File: config.mk
export PLATFORM = sky130hd
export DESIGN_NAME = dinorun_game_ctrl
export DESIGN_NICKNAME = d
export VERILOG_FILES = /design/src/rtl/dinorun_pkg.sv /design/src/rtl/bcd_counter.sv /design/src/rtl/dinorun_game_ctrl.sv
export SDC_FILE = /design/constraint.sdc
export NUM_CORES = 1
export LEC_CHECK = 0
export ABC_AREA = 1
export CAP_MARGIN = 20
export CORE_MARGIN = 2
export CORE_UTILIZATION = 54
export CTS_CLUSTER_DIAMETER = 120
export DETAILED_ROUTE_END_ITERATION = 7
export PLACE_DENSITY = 0.81
export SLEW_MARGIN = 20
export SYNTH_ARGS = -nofsm -noshare
export SYNTH_HDL_FRONTEND = slang
export SYNTH_HIERARCHICAL = 1
export SYNTH_SLANG_ARGS = --single-unit
File: constraint.sdc
create_clock -name clk_i -period 2.1 [get_ports clk_i]
set_clock_uncertainty 0.05 [all_clocks]
set_input_delay 0.21 -clock clk_i [delete_from_list [all_inputs] [get_ports clk_i]]
set_output_delay 0.21 -clock clk_i [all_outputs]
set_load 0.1 [all_outputs]
File: src/rtl/dinorun_pkg.sv
// dinorun_pkg: shared game state type and default timing constants for dinorun
package dinorun_pkg;
  typedef enum logic [2:0] {TITLE, PLAYING, PAUSED, HIT, GAMEOVER} game_state_t;
  localparam logic [2:0] MAX_SPEED = 3'd7;
  localparam int DEF_SPAWN_BITS = 5;
  localparam int DEF_MIN_GAP = 30;
  localparam int DEF_HIT_FRAMES = 60;
  localparam int DEF_SPEED_FRAMES = 600;
endpackage

File: src/rtl/bcd_counter.sv
// bcd_counter: multi-digit BCD up-counter with synchronous clear, saturating at all nines
module bcd_counter #(
  parameter int DIGITS = 4
) (
  input  logic                  clk_i,
  input  logic                  rst_ni,
  input  logic                  en_i,
  input  logic                  clr_i,
  output logic [4*DIGITS-1:0]   count_o
);
  logic [4*DIGITS-1:0] r_count;
  logic [4*DIGITS-1:0] w_next;
  logic                w_carry;
  // w_carry surviving every digit means the count is all nines and must hold
  always_comb begin
    w_next = r_count;
    w_carry = 1'b1;
    for (int i = 0; i < DIGITS; i++) begin
      if (w_carry) begin
        w_carry = r_count[4*i +: 4] == 4'd9;
        w_next[4*i +: 4] = w_carry ? 4'd0 : r_count[4*i +: 4] + 4'd1;
      end
    end
  end
  always_ff @(posedge clk_i or negedge rst_ni) begin
    if (!rst_ni) r_count <= '0;
    else if (clr_i) r_count <= '0;
    else if (en_i && !w_carry) r_count <= w_next;
  end
  assign count_o = r_count;
endmodule

File: src/rtl/dinorun_game_ctrl.sv
// dinorun_game_ctrl: game sequencing FSM with collision latch, spawn cooldown, lives,
// speed levels and BCD score / high score for the dinorun display pipeline.
module dinorun_game_ctrl
  import dinorun_pkg::*;
#(
  parameter int NUM_OBST     = 2,
  parameter int DIGITS       = 4,
  parameter int LIVES        = 3,
  parameter int SPAWN_BITS   = DEF_SPAWN_BITS,
  parameter int MIN_GAP      = DEF_MIN_GAP,
  parameter int HIT_FRAMES   = DEF_HIT_FRAMES,
  parameter int SPEED_FRAMES = DEF_SPEED_FRAMES
) (
  input  logic                  clk_i,
  input  logic                  rst_ni,
  input  logic                  start_i,
  input  logic                  pause_i,
  input  logic                  next_frame_i,
  input  logic                  visible_i,
  input  logic                  dino_pixel_i,
  input  logic [NUM_OBST-1:0]   obst_pixel_i,
  input  logic [15:0]           rand_i,
  output logic [NUM_OBST-1:0]   spawn_o,
  output logic                  freeze_o,
  output logic                  hit_o,
  output logic                  title_en_o,
  output logic                  lfsr_en_o,
  output logic [2:0]            speed_o,
  output logic [2:0]            lives_o,
  output logic [4*DIGITS-1:0]   score_o,
  output logic [4*DIGITS-1:0]   high_o,
  output logic [DIGITS-1:0]     digit_en_o
);
  localparam int CW = $clog2(MIN_GAP + 1);
  localparam int HW = $clog2(HIT_FRAMES + 1);
  localparam int FW = $clog2(SPEED_FRAMES + 1);
  localparam logic [15:0] SPAWN_MASK = 16'((1 << SPAWN_BITS) - 1);

  game_state_t         r_state;
  logic [1:0]          r_start_s, r_pause_s;
  logic                r_start_d, r_pause_d;
  logic                r_coll;
  logic [CW-1:0]       r_cool;
  logic [HW-1:0]       r_hcnt;
  logic [FW-1:0]       r_fcnt;
  logic [4*DIGITS-1:0] r_high;
  logic [NUM_OBST-1:0] r_spawn;
  logic                r_freeze, r_hit, r_title, r_lfsr;
  logic [2:0]          r_speed, r_lives;

  logic                w_start, w_pause, w_overlap, w_gt, w_acc;
  logic [CW-1:0]       w_cool_nxt;
  logic [NUM_OBST-1:0] w_spawn;
  logic [15:0]         w_rot;
  logic [4*DIGITS-1:0] w_score;
  logic [DIGITS-1:0]   w_den;

  assign w_start    = r_start_s[1] & ~r_start_d;
  assign w_pause    = r_pause_s[1] & ~r_pause_d;
  assign w_overlap  = visible_i & dino_pixel_i & |obst_pixel_i;
  assign w_cool_nxt = (r_cool == '0) ? '0 : r_cool - CW'(1);
  assign w_gt       = w_score > r_high;

  bcd_counter #(.DIGITS(DIGITS)) u_score (
    .clk_i   (clk_i),
    .rst_ni  (rst_ni),
    .en_i    ((r_state == PLAYING) && next_frame_i),
    .clr_i   (w_start && (r_state == TITLE || r_state == GAMEOVER)),
    .count_o (w_score)
  );

  // channel k tests a SPAWN_BITS window starting at bit 4k, wrapping round the 16-bit word
  always_comb begin
    w_spawn = '0;
    w_rot = '0;
    for (int k = 0; k < NUM_OBST; k++) begin
      w_rot = (rand_i >> (4 * k)) | (rand_i << (16 - 4 * k));
      if (w_spawn == '0 && (w_rot & SPAWN_MASK) == '0) w_spawn[k] = 1'b1;
    end
  end

  always_comb begin
    w_den = '0;
    w_acc = 1'b0;
    for (int i = DIGITS - 1; i >= 0; i--) begin
      w_acc = w_acc | (w_score[4*i +: 4] != 4'd0);
      w_den[i] = w_acc;
    end
    w_den[0] = 1'b1;
  end

  always_ff @(posedge clk_i or negedge rst_ni) begin
    if (!rst_ni) begin
      r_state   <= TITLE;
      r_start_s <= '0;
      r_pause_s <= '0;
      r_start_d <= 1'b0;
      r_pause_d <= 1'b0;
      r_coll    <= 1'b0;
      r_cool    <= '0;
      r_hcnt    <= '0;
      r_fcnt    <= '0;
      r_high    <= '0;
      r_spawn   <= '0;
      r_freeze  <= 1'b0;
      r_hit     <= 1'b0;
      r_title   <= 1'b1;
      r_lfsr    <= 1'b1;
      r_speed   <= '0;
      r_lives   <= 3'(LIVES);
    end else begin
      r_start_s <= {r_start_s[0], start_i};
      r_pause_s <= {r_pause_s[0], pause_i};
      r_start_d <= r_start_s[1];
      r_pause_d <= r_pause_s[1];
      r_spawn   <= '0;
      if (next_frame_i) r_coll <= 1'b0;
      else if (r_state == PLAYING && w_overlap) r_coll <= 1'b1;
      case (r_state)
        TITLE, GAMEOVER: begin
          if (r_state == GAMEOVER && w_gt) r_high <= w_score;
          if (w_start) begin
            r_state  <= PLAYING;
            r_title  <= 1'b0;
            r_freeze <= 1'b0;
            r_hit    <= 1'b0;
            r_lives  <= 3'(LIVES);
            r_speed  <= '0;
            r_fcnt   <= '0;
            r_cool   <= '0;
          end
        end
        PLAYING: begin
          if (next_frame_i && r_coll) begin
            r_state  <= HIT;
            r_lives  <= r_lives - 3'd1;
            r_hit    <= 1'b1;
            r_freeze <= 1'b1;
            r_hcnt   <= '0;
          end else begin
            // cooldown is decremented first so a spawn recurs exactly MIN_GAP frames later
            if (next_frame_i) begin
              r_cool  <= (w_cool_nxt == '0 && |w_spawn) ? CW'(MIN_GAP) : w_cool_nxt;
              r_spawn <= (w_cool_nxt == '0) ? w_spawn : '0;
              r_fcnt  <= (r_fcnt == FW'(SPEED_FRAMES - 1)) ? '0 : r_fcnt + FW'(1);
              if (r_fcnt == FW'(SPEED_FRAMES - 1) && r_speed != MAX_SPEED) r_speed <= r_speed + 3'd1;
            end
            if (w_pause) begin
              r_state  <= PAUSED;
              r_freeze <= 1'b1;
              r_lfsr   <= 1'b0;
            end
          end
        end
        PAUSED: begin
          if (w_pause) begin
            r_state  <= PLAYING;
            r_freeze <= 1'b0;
            r_lfsr   <= 1'b1;
          end
        end
        HIT: begin
          if (next_frame_i) begin
            if (r_hcnt == HW'(HIT_FRAMES - 1)) begin
              if (r_lives == '0) r_state <= GAMEOVER;
              else begin
                r_state  <= PLAYING;
                r_hit    <= 1'b0;
                r_freeze <= 1'b0;
              end
            end else r_hcnt <= r_hcnt + HW'(1);
          end
        end
        default: r_state <= TITLE;
      endcase
    end
  end

  assign spawn_o    = r_spawn;
  assign freeze_o   = r_freeze;
  assign hit_o      = r_hit;
  assign title_en_o = r_title;
  assign lfsr_en_o  = r_lfsr;
  assign speed_o    = r_speed;
  assign lives_o    = r_lives;
  assign score_o    = w_score;
  assign high_o     = r_high;
  assign digit_en_o = w_den;
endmodule

# After elaboration in Yosys (flattened, before gate mapping)
# Cells that the tools add are included.
# W data, S select, Z words.
# word_totals
output_inout_bits	48
in_bits	25
word_cells	173
regBits	75
# classes
n_lt_le_gt_ge	1
n_eq_ne	23
muxes	63
bitwise	10
addsub	9
reduce_logical	46
# op_table
cell	count
$mux W10	4
$mux W3	13
$logic_not A16 Y1	2
$mux W16	2
$mux W4	7
$mux W5	5
$pmux W10 S2	1
$mux W6	3
$ne A2 B2 Y1 const B	9
$add A4 B1 Y4 const B	4
$eq A4 B4 Y1 const B	4
$gt A16 B16 Y1	1
$mux W1	16
$reduce_bool A2 Y1	8
$reduce_bool A4 Y1	4
$pmux W3 S2	2
$pmux W3 S4	1
$pmux W6 S2	1
$reduce_and A4 Y1	3
$add A10 B1 Y10 const B	1
$eq A10 B10 Y1 const B	1
$logic_not A5 Y1	2
$pmux W5 S2	1
$reduce_and A2 Y1	5
other kinds (29)	52

# Depth between registers and ports, before layout
# logic_depth
word_depth	11
ltp_mapped	15

# Modules after synthesis
# Netlist, hierarchy kept.
# by_module_without_submodules
mod	seq_area_each_um2	cells_each	area_each_um2	n_inst
dinorun_game_ctrl	1481.4	442	3422.0	1
bcd_counter	400.4	126	1002.2	1

# Worst setup path before layout
# OpenSTA, ideal clock, no wires.
# synth_timing
path_kind	register to register
from	register u_score.r_count[7], in the netlist u_score/count_o[7]
to	register r_high[6], in the netlist high_o[6]
slack_ns	-0.346
setup_time_ns	0.069
stages_incl_launch_ff	11
required_ns	1.981
t_arrival_ns	2.326
synth_period_minus_slack_ns	2.446
cell_sequence	dfrtp_1 ha_1 a21o_1 nor2_1 nand2_1 nand2_1 nand2_1 nand2_2 buf_2 nand2_1 nand2_1
# synth_between
elab_chain_len	3
# synth_lines
item	line	text
start, declared	bcd_counter.sv:11	logic [4*DIGITS-1:0] r_count;
start signal, assigned	bcd_counter.sv:28	else if (en_i && !w_carry) r_count <= w_next;
$gt A16 B16 Y1	dinorun_game_ctrl.sv:62	assign w_gt = w_score > r_high;
$logic_and A1 B1 Y1	dinorun_game_ctrl.sv:121	if (r_state == GAMEOVER && w_gt) r_high <= w_score;
$reduce_and A2 Y1 (no source line)	--	
end signal, assigned	dinorun_game_ctrl.sv:121	
end, declared	dinorun_game_ctrl.sv:46	logic [4*DIGITS-1:0] r_high;
# Every way passes these cells.
# A chain may end at the register's enable or synchronous reset.

# Worst setup path after layout
# layout_timing
from	register r_state[0]
to	register u_score.r_count[11], in the netlist u_score/count_o[11]
# layout_between
elab_chain_len	5
# layout_lines
item	line	text
start, declared	dinorun_game_ctrl.sv:39	game_state_t r_state;
start signal, assigned	dinorun_game_ctrl.sv:94	r_state <= TITLE;
start signal, assigned	dinorun_game_ctrl.sv:123	r_state <= PLAYING;
start signal, assigned	dinorun_game_ctrl.sv:135	r_state <= HIT;
$eq A3 B1 Y1, or another cell as far along	dinorun_game_ctrl.sv:67	.en_i ((r_state == PLAYING) && next_frame_i),
$logic_and A1 B1 Y1 / $logic_or A1 B1 Y1 (equally long branches)	dinorun_game_ctrl.sv:67, dinorun_game_ctrl.sv:68	
$logic_and A1 B1 Y1, on equally long branches	bcd_counter.sv:28, dinorun_game_ctrl.sv:68	
$reduce_bool A2 Y1 (no source line)	--	
$reduce_and A2 Y1 (no source line)	--	
# Parallel ways exist; a longest one is shown, timed or not.

==> results.json <==
{
  "drtIter0Drc": 133,
  "final_nets": 705,
  "worstSetupPathType": "register to register",
  "worstSetupEndpointType": "register",
  "r2r_cells": 9,
  "crit_start": "r_state[0]",
  "p_per_area_nw_per_um2": 1350,
  "max_freq_mhz": 513,
  "synth.distinct_cells": 38,
  "cp.required_ns": 2.34,
  "synthMuxAreaShare": 0,
  "holdPathStages": 1,
  "slew_violations": 0,
  "htreeDepth": 3,
  "grt_setup_unrepaired": "no",
  "synth_fa_ha_area_frac": 0.0877,
  "track_usage": 0.234,
  "dr.pass1.iters": 4,
  "p_int_uw": 3470,
  "dp_hpwl_um": 7170,
  "swShare": 0.526,
  "gr-total-overflow": 0,
  "max-slew-margin-rel": 0.665,
  "avgSynthCellArea_um2": 7.79,
  "synth_top_family_by_area": "simple AND/OR/NAND/NOR gates",
  "synth-xor-area-share": 0.0198,
  "clock_power_share": 0.151,
  "synth-seq-area-share": 0.425,
  "p_comb_frac": 0.575,
  "period_share": 0.929,
  "detail-route-antenna-nets": 0,
  "p_leak_uw": 0.00279,
  "vias": 3970,
  "dp_cells": 742,
  "syn-cell-area_um2": 4420,
  "syn_inst": 568,
  "clockBufferDepth": 2,
  "initial_utilization": 0.547,
  "drive_gt1_frac": 0.234,
  "cp_max_fo": 10,
  "synth_seq_cells": 75,
  "antenna_found_initial": 0,
  "vias_per_cell": 5.23,
  "worstHoldStart": "pause_i",
  "antenna_cells": 0,
  "hold_slack_ns": 0.240,
  "cts_buffers": 9,
  "clk_latency_ns": 0.35,
  "grt_pass1_vias": 3846,
  "die_y_um": 94.5,
  "die_area_um2": 8930,
  "critPathLaunchType": "register",
  "grt_max_degree": 40,
  "hold_viol_final": 0,
  "power_frac_seq": 0.274,
  "period_minus_slack_ns": 1.95,
  "core-area_um2": 8090,
  "tightest_slew_ns": 0.502,
  "synth_compound_area_frac": 0.0693,
  "reg2reg_from": "r_state[0]",
  "gp_congestion": 0.917,
  "vdd_drop_max_v": 0.000845,
  "io_pins": 73,
  "grt_pass1_wl_um": 16700,
  "slowest_stage": "dfrtp_1",
  "wl_per_cell_um": 12.8,
  "critPathArrivalTime_ns": 2.19,
  "min_path_type": "input pin to register",
  "die_width_um": 94.5,
  "cts_tree": "done",
  "power_uw": 7320,
  "status": "complete, no violations",
  "rows": 33,
  "cts.sinks": 75,
  "path_clk_slew_ns": 0.08,
  "synthSimpleGateAreaFrac": 0.321,
  "crit_chain": "nor2_2 -> inv_1 -> nor3_1 -> buf_4 -> inv_2 -> o21ai_0 -> nor3b_1 -> nand3_1 -> nand2_1",
  "cts_root_buffer": "clkbuf_8",
  "portBuffers": 64,
  "power.switching_uw": 3850,
  "critical_path.max_stage_delay_ns": 0.47,
  "finalNonFillerCells": 759,
  "area_delta_synth_final_pct": 22.9,
  "wl_um": 9720,
  "yosysWarnings": 6,
  "synth_fp_nets": 624,
  "cts_setup_buffers": 0,
  "maxCapViolCount": 0,
  "drc": 0,
  "tns_ns": 0,
  "finalSetupViolations": 0
}
[power groups by stage]
stage                     logic, uW  registers (uW)  clock network (uW)
after detailed placement       4160            2030                   0
after global placement         4070            2010                   0
final                          4210            2010                1100
after floorplan                2140            2910                   0
after global routing           4570            2050                1200
after CTS                      4190            2000                1130
[state kept, by name, indices dropped and copies added, names as in the netlist]
signal,cells
r_pause_d,1
r_start_d,1
u_score/count_o,16
high_o,16
title_en_o,1
r_hcnt,6
hit_o,1
r_cool,5
r_fcnt,10
r_coll,1
lives_o,3
freeze_o,1
r_pause_s,2
r_state,3
spawn_o,2
r_start_s,2
speed_o,3
lfsr_en_o,1
[cells in the mapped netlist]
library cell | instances | area [um^2]
nand2_1 | 172 | 646
dfrtp_1 | 71 | 1780
inv_1 | 65 | 244
nand3_1 | 55 | 275
nor2_1 | 37 | 139
ha_1 | 31 | 388
o21ai_0 | 22 | 110
a21oi_1 | 12 | 60.1
nor3_1 | 12 | 60.1
inv_2 | 11 | 41.3
o21ai_1 | 9 | 45.0
nand4_1 | 8 | 50.1
nand3_2 | 6 | 60.1
nand2_2 | 5 | 31.3
xnor2_1 | 5 | 43.8
xor2_1 | 5 | 43.8
buf_2 | 4 | 20.0
dfstp_2 | 4 | 105
nor2_4 | 4 | 45.0
a21oi_2 | 3 | 26.3
nand3b_1 | 3 | 22.5
nor2_2 | 3 | 18.8
nor4_1 | 3 | 18.8
buf_6 | 2 | 22.5
nand2_4 | 2 | 22.5
or2_2 | 2 | 12.5
a21o_1 | 1 | 7.51
a22oi_1 | 1 | 7.51
a31o_2 | 1 | 8.76
buf_4 | 1 | 7.51
conb_1 | 1 | 3.75
nand4_2 | 1 | 12.5
nor3b_1 | 1 | 7.51
o2111ai_1 | 1 | 8.76
o21a_1 | 1 | 7.51
o21ai_2 | 1 | 8.76
o21bai_1 | 1 | 7.51
o32ai_1 | 1 | 8.76
[stage by stage]
step | worst slack [ns] | util | instance area, um^2
2_1_floorplan | 0.00294 | - | 4470
3_3_place_gp | 0.217 | 0.645 | 5220
3_5_place_dp | 0.143 | 0.645 | 5220
4_1_cts | 0.106 | 0.670 | 5420
5_1_grt | 0.0108 | 0.672 | 5440
6_report | 0.149 | 0.672 | 5440
[critical path: cells and delay by family, from the launching register on]
family          cells  cell delay [ns]
buf+inv             3             0.47
compound gates      1             0.22
flops               1             0.47
simple gates        5             0.66
[per-layer routing]
| metal | track usage | wire length (um) |
|---|---|---|
| met4 | 0.0954 | 159 |
| met3 | 0.0367 | 425 |
| met2 | 0.403 | 4890 |
| met5 | 0 | 0 |
| met1 | 0.296 | 4250 |
[cells by family after synthesis]
kind of cell | Yosys count
compound gates | 54
xor+xnor | 10
fa+ha+maj | 31
buf+inv | 83
flops | 75
other cells | 1
simple gates | 314
[final timing paths]
| kind | slack, ns | end |
|---|---|---|
| worst max register to register | 0.15 | u_score/count_o[11] |
| worst min register to register | 0.31 | r_start_s[1] |
| worst max-delay path | 0.15 | u_score/count_o[11] |
| min in group asynchronous | 0.31 | high_o[8] |
| max in group asynchronous | 1.05 | title_en_o |
| worst min-delay path | 0.24 | r_pause_s[0] |
[what timing repair did]
item | in CTS | in global routing
setup endpoints to repair | 0 | 23
hold endpoints to repair | 36 | 0
resized for setup | 0 | 4
hold buffers | 1 | 0
[cells in the final DEF, fill, tap and decap left out, types with 4 or more instances in the layout]
cell,instances
nand2_1,172
inv_1,65
buf_4,56
nand3_1,54
dfrtp_1,39
nor2_1,36
ha_1,31
dfrtp_2,30
o21ai_0,22
clkdlybuf4s50_1,16
nor3_1,12
a21oi_1,12
inv_2,11
clkbuf_8,10
nand4_1,8
o21ai_1,8
nand3_2,7
xnor2_1,5
xor2_1,5
nor2_4,4
nand2_4,4
nor2_2,4
dfstp_2,4
buf_12,4
[final cells by class]
| type | count | area, um^2 |
|---|---|---|
| Fill cell | 683 | 2660 |
| Multi-Input combinational cell | 410 | 2230 |
| Clock inverter | 5 | 52.6 |
| Sequential cell | 75 | 1930 |
| Clock buffer | 11 | 141 |
| Timing Repair Buffer | 77 | 671 |
| Inverter | 76 | 285 |
| Tap cell | 105 | 131 |
No activity file was read; power rests on OpenSTA's default activity.
